$ cat src/rtl/quad_pkg.sv
// Shared phase encoding and step classification for the quadrature decoder.
package quad_pkg;

  typedef logic [1:0] phase_t;

  localparam phase_t PH_00 = 2'b00;
  localparam phase_t PH_01 = 2'b01;
  localparam phase_t PH_11 = 2'b11;
  localparam phase_t PH_10 = 2'b10;

  localparam logic DIR_UP   = 1'b1;
  localparam logic DIR_DOWN = 1'b0;

  typedef enum logic [1:0] {
    STEP_NONE,
    STEP_FWD,
    STEP_REV,
    STEP_ERR
  } step_t;

  function automatic phase_t next_fwd(input phase_t p);
    case (p)
      PH_00:   next_fwd = PH_01;
      PH_01:   next_fwd = PH_11;
      PH_11:   next_fwd = PH_10;
      default: next_fwd = PH_00;
    endcase
  endfunction

  // Any change that is neither a forward nor a reverse neighbour flips both bits.
  function automatic step_t classify(input phase_t prev, input phase_t cur);
    if (cur == prev)                classify = STEP_NONE;
    else if (cur == next_fwd(prev)) classify = STEP_FWD;
    else if (prev == next_fwd(cur)) classify = STEP_REV;
    else                            classify = STEP_ERR;
  endfunction

endpackage

$ cat src/rtl/quad_filter.sv
// One encoder channel: two-flop synchroniser followed by a debounce counter.
module quad_filter #(
  parameter int FILTER_CYCLES = 4
) (
  input  logic clk,
  input  logic reset_n,
  input  logic raw_in,
  input  logic load,
  output logic filt_out
);

  logic sync1;
  logic sync2;

  always_ff @(posedge clk or negedge reset_n) begin
    if (!reset_n) begin
      sync1 <= 1'b0;
      sync2 <= 1'b0;
    end else begin
      sync1 <= raw_in;
      sync2 <= sync1;
    end
  end

  generate
    if (FILTER_CYCLES == 0) begin : g_bypass
      logic unused_load;
      assign unused_load = load;
      assign filt_out    = sync2;
    end else begin : g_filter
      localparam int CNT_W = (FILTER_CYCLES > 0) ? $clog2(FILTER_CYCLES + 1) : 1;
      localparam logic [CNT_W-1:0] CNT_LAST = CNT_W'(FILTER_CYCLES - 1);

      logic [CNT_W-1:0] cnt;
      logic             filt;

      always_ff @(posedge clk or negedge reset_n) begin
        if (!reset_n) begin
          cnt  <= '0;
          filt <= 1'b0;
        end else if (load) begin
          cnt  <= '0;
          filt <= sync2;
        end else if (sync2 != filt) begin
          if (cnt == CNT_LAST) begin
            cnt  <= '0;
            filt <= sync2;
          end else begin
            cnt <= cnt + 1'b1;
          end
        end else begin
          cnt <= '0;
        end
      end

      // During priming the decoder captures the value being loaded, not the stale one.
      assign filt_out = load ? sync2 : filt;
    end
  endgenerate

endmodule

$ cat src/rtl/quad_decoder.sv
// Quadrature decoder: filters A/B and turns phase steps into one-cycle strobes.
module quad_decoder
  import quad_pkg::*;
#(
  parameter int FILTER_CYCLES = 4
) (
  input  logic clk,
  input  logic reset_n,
  input  logic a_in,
  input  logic b_in,
  output logic increment,
  output logic decrement,
  output logic error,
  output logic dir
);

  logic [1:0] startup_cnt;
  logic       primed;
  logic       load;
  logic       filt_a;
  logic       filt_b;
  phase_t     cur;
  phase_t     prev;

  assign load = !primed && (startup_cnt == 2'd2);
  assign cur  = {filt_a, filt_b};

  quad_filter #(.FILTER_CYCLES(FILTER_CYCLES)) u_filter_a (
    .clk      (clk),
    .reset_n  (reset_n),
    .raw_in   (a_in),
    .load     (load),
    .filt_out (filt_a)
  );

  quad_filter #(.FILTER_CYCLES(FILTER_CYCLES)) u_filter_b (
    .clk      (clk),
    .reset_n  (reset_n),
    .raw_in   (b_in),
    .load     (load),
    .filt_out (filt_b)
  );

  // Startup priming then registered decode; strobes default low every cycle.
  always_ff @(posedge clk or negedge reset_n) begin
    if (!reset_n) begin
      startup_cnt <= 2'd0;
      primed      <= 1'b0;
      prev        <= PH_00;
      increment   <= 1'b0;
      decrement   <= 1'b0;
      error       <= 1'b0;
      dir         <= DIR_UP;
    end else begin
      increment <= 1'b0;
      decrement <= 1'b0;
      error     <= 1'b0;
      if (!primed) begin
        if (load) begin
          primed <= 1'b1;
          prev   <= cur;
        end else begin
          startup_cnt <= startup_cnt + 2'd1;
        end
      end else begin
        prev <= cur;
        case (classify(prev, cur))
          STEP_FWD: begin
            increment <= 1'b1;
            dir       <= DIR_UP;
          end
          STEP_REV: begin
            decrement <= 1'b1;
            dir       <= DIR_DOWN;
          end
          STEP_ERR: error <= 1'b1;
          default:  ;
        endcase
      end
    end
  end

endmodule

$ cat config.mk
export PLATFORM = sky130hd
export DESIGN_NAME = quad_decoder
export DESIGN_NICKNAME = d
export VERILOG_FILES = /design/src/rtl/quad_pkg.sv /design/src/rtl/quad_filter.sv /design/src/rtl/quad_decoder.sv
export SDC_FILE = /design/constraint.sdc
export NUM_CORES = 1
export LEC_CHECK = 0
export CAP_MARGIN = 20
export CORE_MARGIN = 2
export CORE_UTILIZATION = 49
export CTS_BUF_LIST = sky130_fd_sc_hd__clkbuf_16
export DETAILED_ROUTE_END_ITERATION = 7
export PLACE_DENSITY = 0.8
export SYNTH_ARGS = -nofsm -noshare
export SYNTH_HDL_FRONTEND = slang
export SYNTH_HIERARCHICAL = 1
export SYNTH_SLANG_ARGS = --single-unit
$ cat constraint.sdc
create_clock -name clk -period 2.3 [get_ports clk]
set_clock_uncertainty 0.1 [all_clocks]
set_input_delay 0.345 -clock clk [delete_from_list [all_inputs] [get_ports clk]]
set_output_delay 0.345 -clock clk [all_outputs]
set_load 0.005 [all_outputs]
==> flow_summary.json, run 1 <==
{
  "cp.arrival_ns": 2.33,
  "yosysTopAreaCell": "dfrtp_1",
  "die_area_mm2": 0.00236,
  "grt_overflow_total": 0,
  "synth.avg_cell_area_um2": 13.7,
  "min-delay-start": "u_filter_a/sync1",
  "die_h_um": 48.6,
  "p_leak_nw": 0.556,
  "max-cap-violations": 0,
  "hold_path_class": "flop to flop",
  "p_clk_frac": 0.229,
  "drt_iter0_markers": 3,
  "routed_wl_mm": 1.39,
  "placementRows": 16,
  "power_density_mw_per_mm2": 1280,
  "yosysMostFrequentCell": "dfrtp_1",
  "r2r_setup_slack_ns": 0.04,
  "initial_core_util": 0.508,
  "p_int_mw": 1.11,
  "gp_congestion": 0.819,
  "combPwrFrac": 0.418,
  "timing.final.crit_share": 0.984,
  "cp.required_ns": 2.37,
  "wl_per_cell_um": 12.0,
  "diodes": 0,
  "cp_slowest_cell": "dfrtp_1",
  "slew_headroom": 0.829,
  "drc_errors": 0,
  "setup_viol": 0,
  "ys_ff_latch": 21,
  "vias": 561,
  "n_fill_cell": 150,
  "pin_count": 8,
  "sw_frac_of_total": 0.303,
  "clock_sinks": 21,
  "track_usage": 0.133,
  "grt_max_degree": 22,
  "timing.fmax_mhz": 442,
  "status": "finished clean",
  "clk_path_buf_depth": 2,
  "holdWs_ns": 0.253,
  "cts-root-buf": "clkbuf_16",
  "hold_buffers": 0,
  "dp_hpwl_um": 973,
  "ys_warn_count": 6,
  "p_sw_mw": 0.485,
  "cp_num_buf_inv": 1,
  "synthArstFlopShare": 1.00,
  "port_buffers": 7,
  "seqPwrFrac": 0.352,
  "viasPerCell": 4.84,
  "syn_area_um2": 976,
  "r2r_end": "dir",
  "die_w_um": 48.6,
  "min_to": "u_filter_a/sync2",
  "h-tree-depth": 1,
  "clock_latency_ns": 0.25,
  "preCtsSetupSlack_ns": -0.0163,
  "synth-edff-count": 0,
  "rsz0062_at_grt": "yes",
  "ys_seq_area_frac": 0.540,
  "yosysUniqueCellTypes": 23,
  "coreArea_mm2": 0.00192,
  "grt_pass1_wl_mm": 2.37,
  "drive_above_1_share": 0.416,
  "whs_path_depth": 0,
  "yosysTopAreaCellShare": 0.513,
  "syn_nets": 81,
  "path_clk_slew_ns": 0.06,
  "final_core_util": 0.648,
  "cts_buffers": 3,
  "grt_pass1_vias": 568,
  "maxSlewViolCount": 0,
  "path_max_fanout": 5,
  "firstDrtPassIters": 3,
  "synth_area_leaders": "dfrtp_1 51%, ha_1 7.7%, mux2_4 6.2%",
  "critPathMaxStageDelay_ns": 0.41,
  "cp_top_family": "multiplexers",
  "worst_pin_slew_ns": 0.257,
  "ant_nets": 0,
  "crit_type": "flop to flop",
  "final_hold_viol_count": 0,
  "tritoncts": "built",
  "end_kind": "flop",
  "ys_top_cells_by_count": "20 x dfrtp_1, 6 x ha_1, 6 x o21ai_0, 4 x mux2_4, 4 x nor3b_2",
  "crit_chain": "ha_4 > and2b_2 > mux2_4 > buf_4 > mux2i_1 > o21a_1 > ha_1 > o31ai_2",
  "irDropWorstVdd_mv": 1.09,
  "reg2reg_from": "startup_cnt[1]",
  "postSynthCellCount": 71,
  "reg2reg_depth": 8,
  "area_growth_syn_to_layout_pct": 27.6,
  "antenna_found_initial": 0,
  "startpoint_type": "flop",
  "synth_ff_type": "dfrtp_1",
  "num-nets-final": 100,
  "period_minus_slack_ns": 2.26,
  "worst_slack_ns": 0.0360
}
cell type report:
type	instances	area, um2	area share
multi-input cells	47	468	0.376
flip-flops and latches	21	527	0.423
clock buffers	3	75.1	0.0603
well taps	27	33.8	0.0271
clock inverters	1	7.51	0.00603
repair buffers	14	123	0.0985
inverters	3	11.3	0.00905
power by group through the flow:
stage          Combinational, mW  Clock [mW]  Sequential [mW]
2_1_floorplan              0.407           0            0.550
3_3_place_gp               0.540           0            0.556
3_5_place_dp               0.562           0            0.560
4_1_cts                    0.574       0.376            0.557
5_1_grt                    0.743       0.393            0.576
6_report                   0.669       0.366            0.563
worst register-to-register path: stages (launching register included):
cell	delay [ns]
dfrtp_1	0.41
ha_4	0.17
and2b_2	0.23
mux2_4	0.32
buf_4	0.14
mux2i_1	0.19
o21a_1	0.14
ha_1	0.25
o31ai_2	0.23
how the worst max path moves through the flow:
| stage | startpoint | end | cells past startpoint |
|---|---|---|---|
| final | startup_cnt[1] | dir | 8 |
| after global routing | startup_cnt[1] | dir | 7 |
| after floorplan | startup_cnt[0] | dir | 10 |
| after global placement | startup_cnt[0] | dir | 9 |
| after CTS | startup_cnt[0] | dir | 9 |
| after detailed placement | startup_cnt[0] | dir | 10 |
cell families (layout without fill, tap and decap cells):
group / after synthesis / in the layout / share of synthesized area
buf+inv: 3 / 21 / 0.0115
xor+xnor: 3 / 3 / 0.0269
simple gates: 21 / 21 / 0.188
flops: 21 / 21 / 0.540
mux: 7 / 7 / 0.0949
fa+ha+maj: 6 / 6 / 0.0769
compound gates: 10 / 10 / 0.0615
sequential cells by signal, indices dropped and copies added, names as in the netlist:
name and flops:
decrement 1, dir 1, error 1, increment 1
prev 2, primed 1, startup_cnt 2, u_filter_a/g_filter.cnt 3
u_filter_a/g_filter.filt 1, u_filter_a/sync1 1, u_filter_a/sync2 1, u_filter_b/g_filter.cnt 3
u_filter_b/g_filter.filt 1, u_filter_b/sync1 1, u_filter_b/sync2 1
metrics by stage:
step / power, mW / std cells / cell area (um2) / TNS, ns
after floorplan: 0.956 / 71 / 976 / 0
after global placement: 1.10 / 111 / 1120 / 0
after detailed placement: 1.12 / 111 / 1120 / -0.0163
after CTS: 1.51 / 115 / 1210 / 0
after global routing: 1.71 / 116 / 1240 / -0.0667
final: 1.60 / 116 / 1240 / 0
repair_timing:
| item | 4_1_cts | 5_1_grt |
|---|---|---|
| endpoints found under the setup margin | 1 | 1 |
| setup buffers | 0 | 1 |
| hold endpoints to repair | 0 | 0 |
| gates resized for setup | 3 | 11 |
| pin swaps | 0 | 3 |
layer usage:
layer	up-vias	share of wire	GRT usage
met1	274	0.47	0.165
met2	7	0.48	0.215
met4	0	0.017	0.0714
met3	2	0.032	0.0309
li1	278	-	-
met5	-	0	0
cell usage in the layout, fill, tap and decap left out, drive strengths merged:
master	count
clkbuf	3
clkinvlp	1
xnor2	1
clkdlybuf4s50	7
nor3	2
o31ai	1
o21a	2
and2b	1
nand3	1
o211ai	1
nor3b	4
ha	6
inv	3
o21ai	6
nor2	3
mux2	6
nand2b	3
dfrtp	20
buf	7
and2	3
mux2i	1
nor2b	2
xor2	2
nand2	2
dfstp	1
(Power assumes the default switching activity.)
==> run 2: changes to the inputs <==
CAP_MARGIN = default   (was 20)
CORE_ASPECT_RATIO = 1.25   (was default)
TNS_END_PERCENT = 50   (was default)
==> run 2 against run 1 <==
  * Clock power is 4% lower
  * Sequential power hardly changed
  * Non-clock buffer count stayed put
  * Utilization is 1.1 points lower
  * Via count is 4.8% higher
  * Global-route usage is 2.4 points higher
  * Critical path type unchanged
  * Hold slack better by 0.0088 ns
  * Power is 1.9% lower
  * Final area is 0.90% lower
  * Sequential share of layout area is 0.39 points higher
  * Critical endpoint unchanged
  * Clock-buffer cell count stayed put
  * Worst setup slack worse by 0.00089 ns
==> flow_summary.json, run 2 (synthesis results as in run 1) <==
{
  "h-tree-depth": 1,
  "path_max_fanout": 4,
  "grt_pass1_vias": 633,
  "whs_path_depth": 0,
  "port_buffers": 7,
  "finalInstanceArea_mm2": 0.00123,
  "r2r_setup_slack_ns": 0.04,
  "crit_chain": "ha_4 > and2b_2 > mux2_4 > o211ai_1 > o21ai_1 > ha_1 > o21ai_2 > o31ai_2",
  "placed_cell_area_mm2": 0.00110,
  "initial_core_util": 0.504,
  "cp.arrival_ns": 2.34,
  "gp_congestion": 0.712,
  "slew_headroom": 0.682,
  "wl_per_cell_um": 14.6,
  "tns_ns": 0,
  "setup_viol": 0,
  "clk_path_buf_depth": 2,
  "worst_pin_slew_ns": 0.476,
  "num-nets-final": 100,
  "reg2reg_depth": 8,
  "clock_latency_ns": 0.25,
  "grt_max_degree": 12,
  "cts-root-buf": "clkbuf_16",
  "pin_count": 8,
  "maxSlewViolCount": 0,
  "cp_num_buf_inv": 0,
  "die_h_um": 53.9,
  "irDropWorstVdd_mv": 0.830,
  "cp_slowest_cell": "dfrtp_1",
  "rsz0062_at_grt": "yes",
  "firstDrtPassIters": 4,
  "grt_overflow_total": 0,
  "max-cap-violations": 0,
  "drc_errors": 0,
  "timing.fmax_mhz": 442,
  "hold_path_class": "flop to flop",
  "cp.required_ns": 2.37,
  "end_kind": "flop",
  "viasPerCell": 5.39,
  "die_w_um": 43.9,
  "coreArea_mm2": 0.00194,
  "layout_common_cells": "20 x dfrtp_1, 7 x clkdlybuf4s50_1, 7 x buf_4",
  "ant_nets": 0,
  "track_usage": 0.156,
  "die_area_mm2": 0.00237,
  "timing.final.crit_share": 0.985,
  "crit_type": "flop to flop",
  "tritoncts": "built",
  "reg_top3": "u_filter_a/g_filter.cnt: 3 flops, u_filter_b/g_filter.cnt: 3 flops",
  "grt_pass1_wl_mm": 2.64,
  "critPathMaxStageDelay_ns": 0.41,
  "cts_buffers": 3,
  "drt_iter0_markers": 8,
  "clock_sinks": 21,
  "area_growth_syn_to_layout_pct": 26.4,
  "antenna_found_initial": 0,
  "placementRows": 18,
  "drive_above_1_share": 0.416,
  "startpoint_type": "flop",
  "power_density_mw_per_mm2": 1270,
  "status": "finished clean",
  "p_leak_nw": 0.558,
  "period_minus_slack_ns": 2.26,
  "vias": 588,
  "instances_no_fill": 109,
  "cp_num_cells": 8,
  "layout_commonest_cell": "dfrtp_1",
  "dp_cells": 102,
  "routed_wl_mm": 1.59,
  "final_hold_viol_count": 0,
  "diodes": 0,
  "cp_top_family": "compound AO/OA/AOI/OAI gates",
  "path_clk_slew_ns": 0.05
}
[run 2: path summary, 6_finish.rpt]
| path | startpoint | end |
|---|---|---|
| worst max-delay path | startup_cnt[1] | dir |
| max in group asynchronous | reset_n | u_filter_a/g_filter.cnt[2] |
| worst min register to register | u_filter_a/sync1 | u_filter_a/sync2 |
| worst min-delay path | u_filter_a/sync1 | u_filter_a/sync2 |
| min in group asynchronous | reset_n | u_filter_b/g_filter.cnt[0] |
| worst max register to register | startup_cnt[1] | dir |
[run 2: area by class of cell]
| type | count | area, um2 |
|---|---|---|
| Fill cell | 158 | 703 |
| Sequential cell | 21 | 527 |
| Clock inverter | 1 | 3.75 |
| Multi-Input combinational cell | 47 | 469 |
| Clock buffer | 3 | 75.1 |
| Inverter | 3 | 11.3 |
| Timing Repair Buffer | 14 | 123 |
| Tap cell | 20 | 25.0 |
[run 2: metrics by stage]
stage / hold slack (ns) / total power [mW] / util / setup slack (ns)
final: 0.262 / 1.57 / 0.637 / 0.0351
after global routing: 0.266 / 1.67 / 0.637 / -0.0810
after CTS: 0.259 / 1.51 / 0.616 / 0.00757
after detailed placement: 0.245 / 1.11 / 0.568 / -0.0772
after global placement: 0.233 / 1.08 / 0.568 / 0.0478
after floorplan: -0.0506 / 0.956 / - / 0.0182
[run 2: metal layers]
metal  share of wire  wire length (um)  track usage  vias up
met1            0.39               615        0.156      293
met5               0                 0            0        -
met4           0.013                21       0.0808        0
met2            0.57               906        0.301       13
met3           0.032                51       0.0302        3
li1                -                 -            -      279
[run 2: where the power goes]
part           total (mW)  switching [mW]  internal (mW)
clock               0.352           0.121          0.231
combinational       0.654           0.275          0.378
sequential          0.561          0.0798          0.482
total                1.57           0.476           1.09
[run 2: repair_timing]
item	CTS	global route
setup buffers	1	2
setup endpoints to repair	1	3
hold buffers	0	0
resized for setup	5	8
pin swaps	1	4
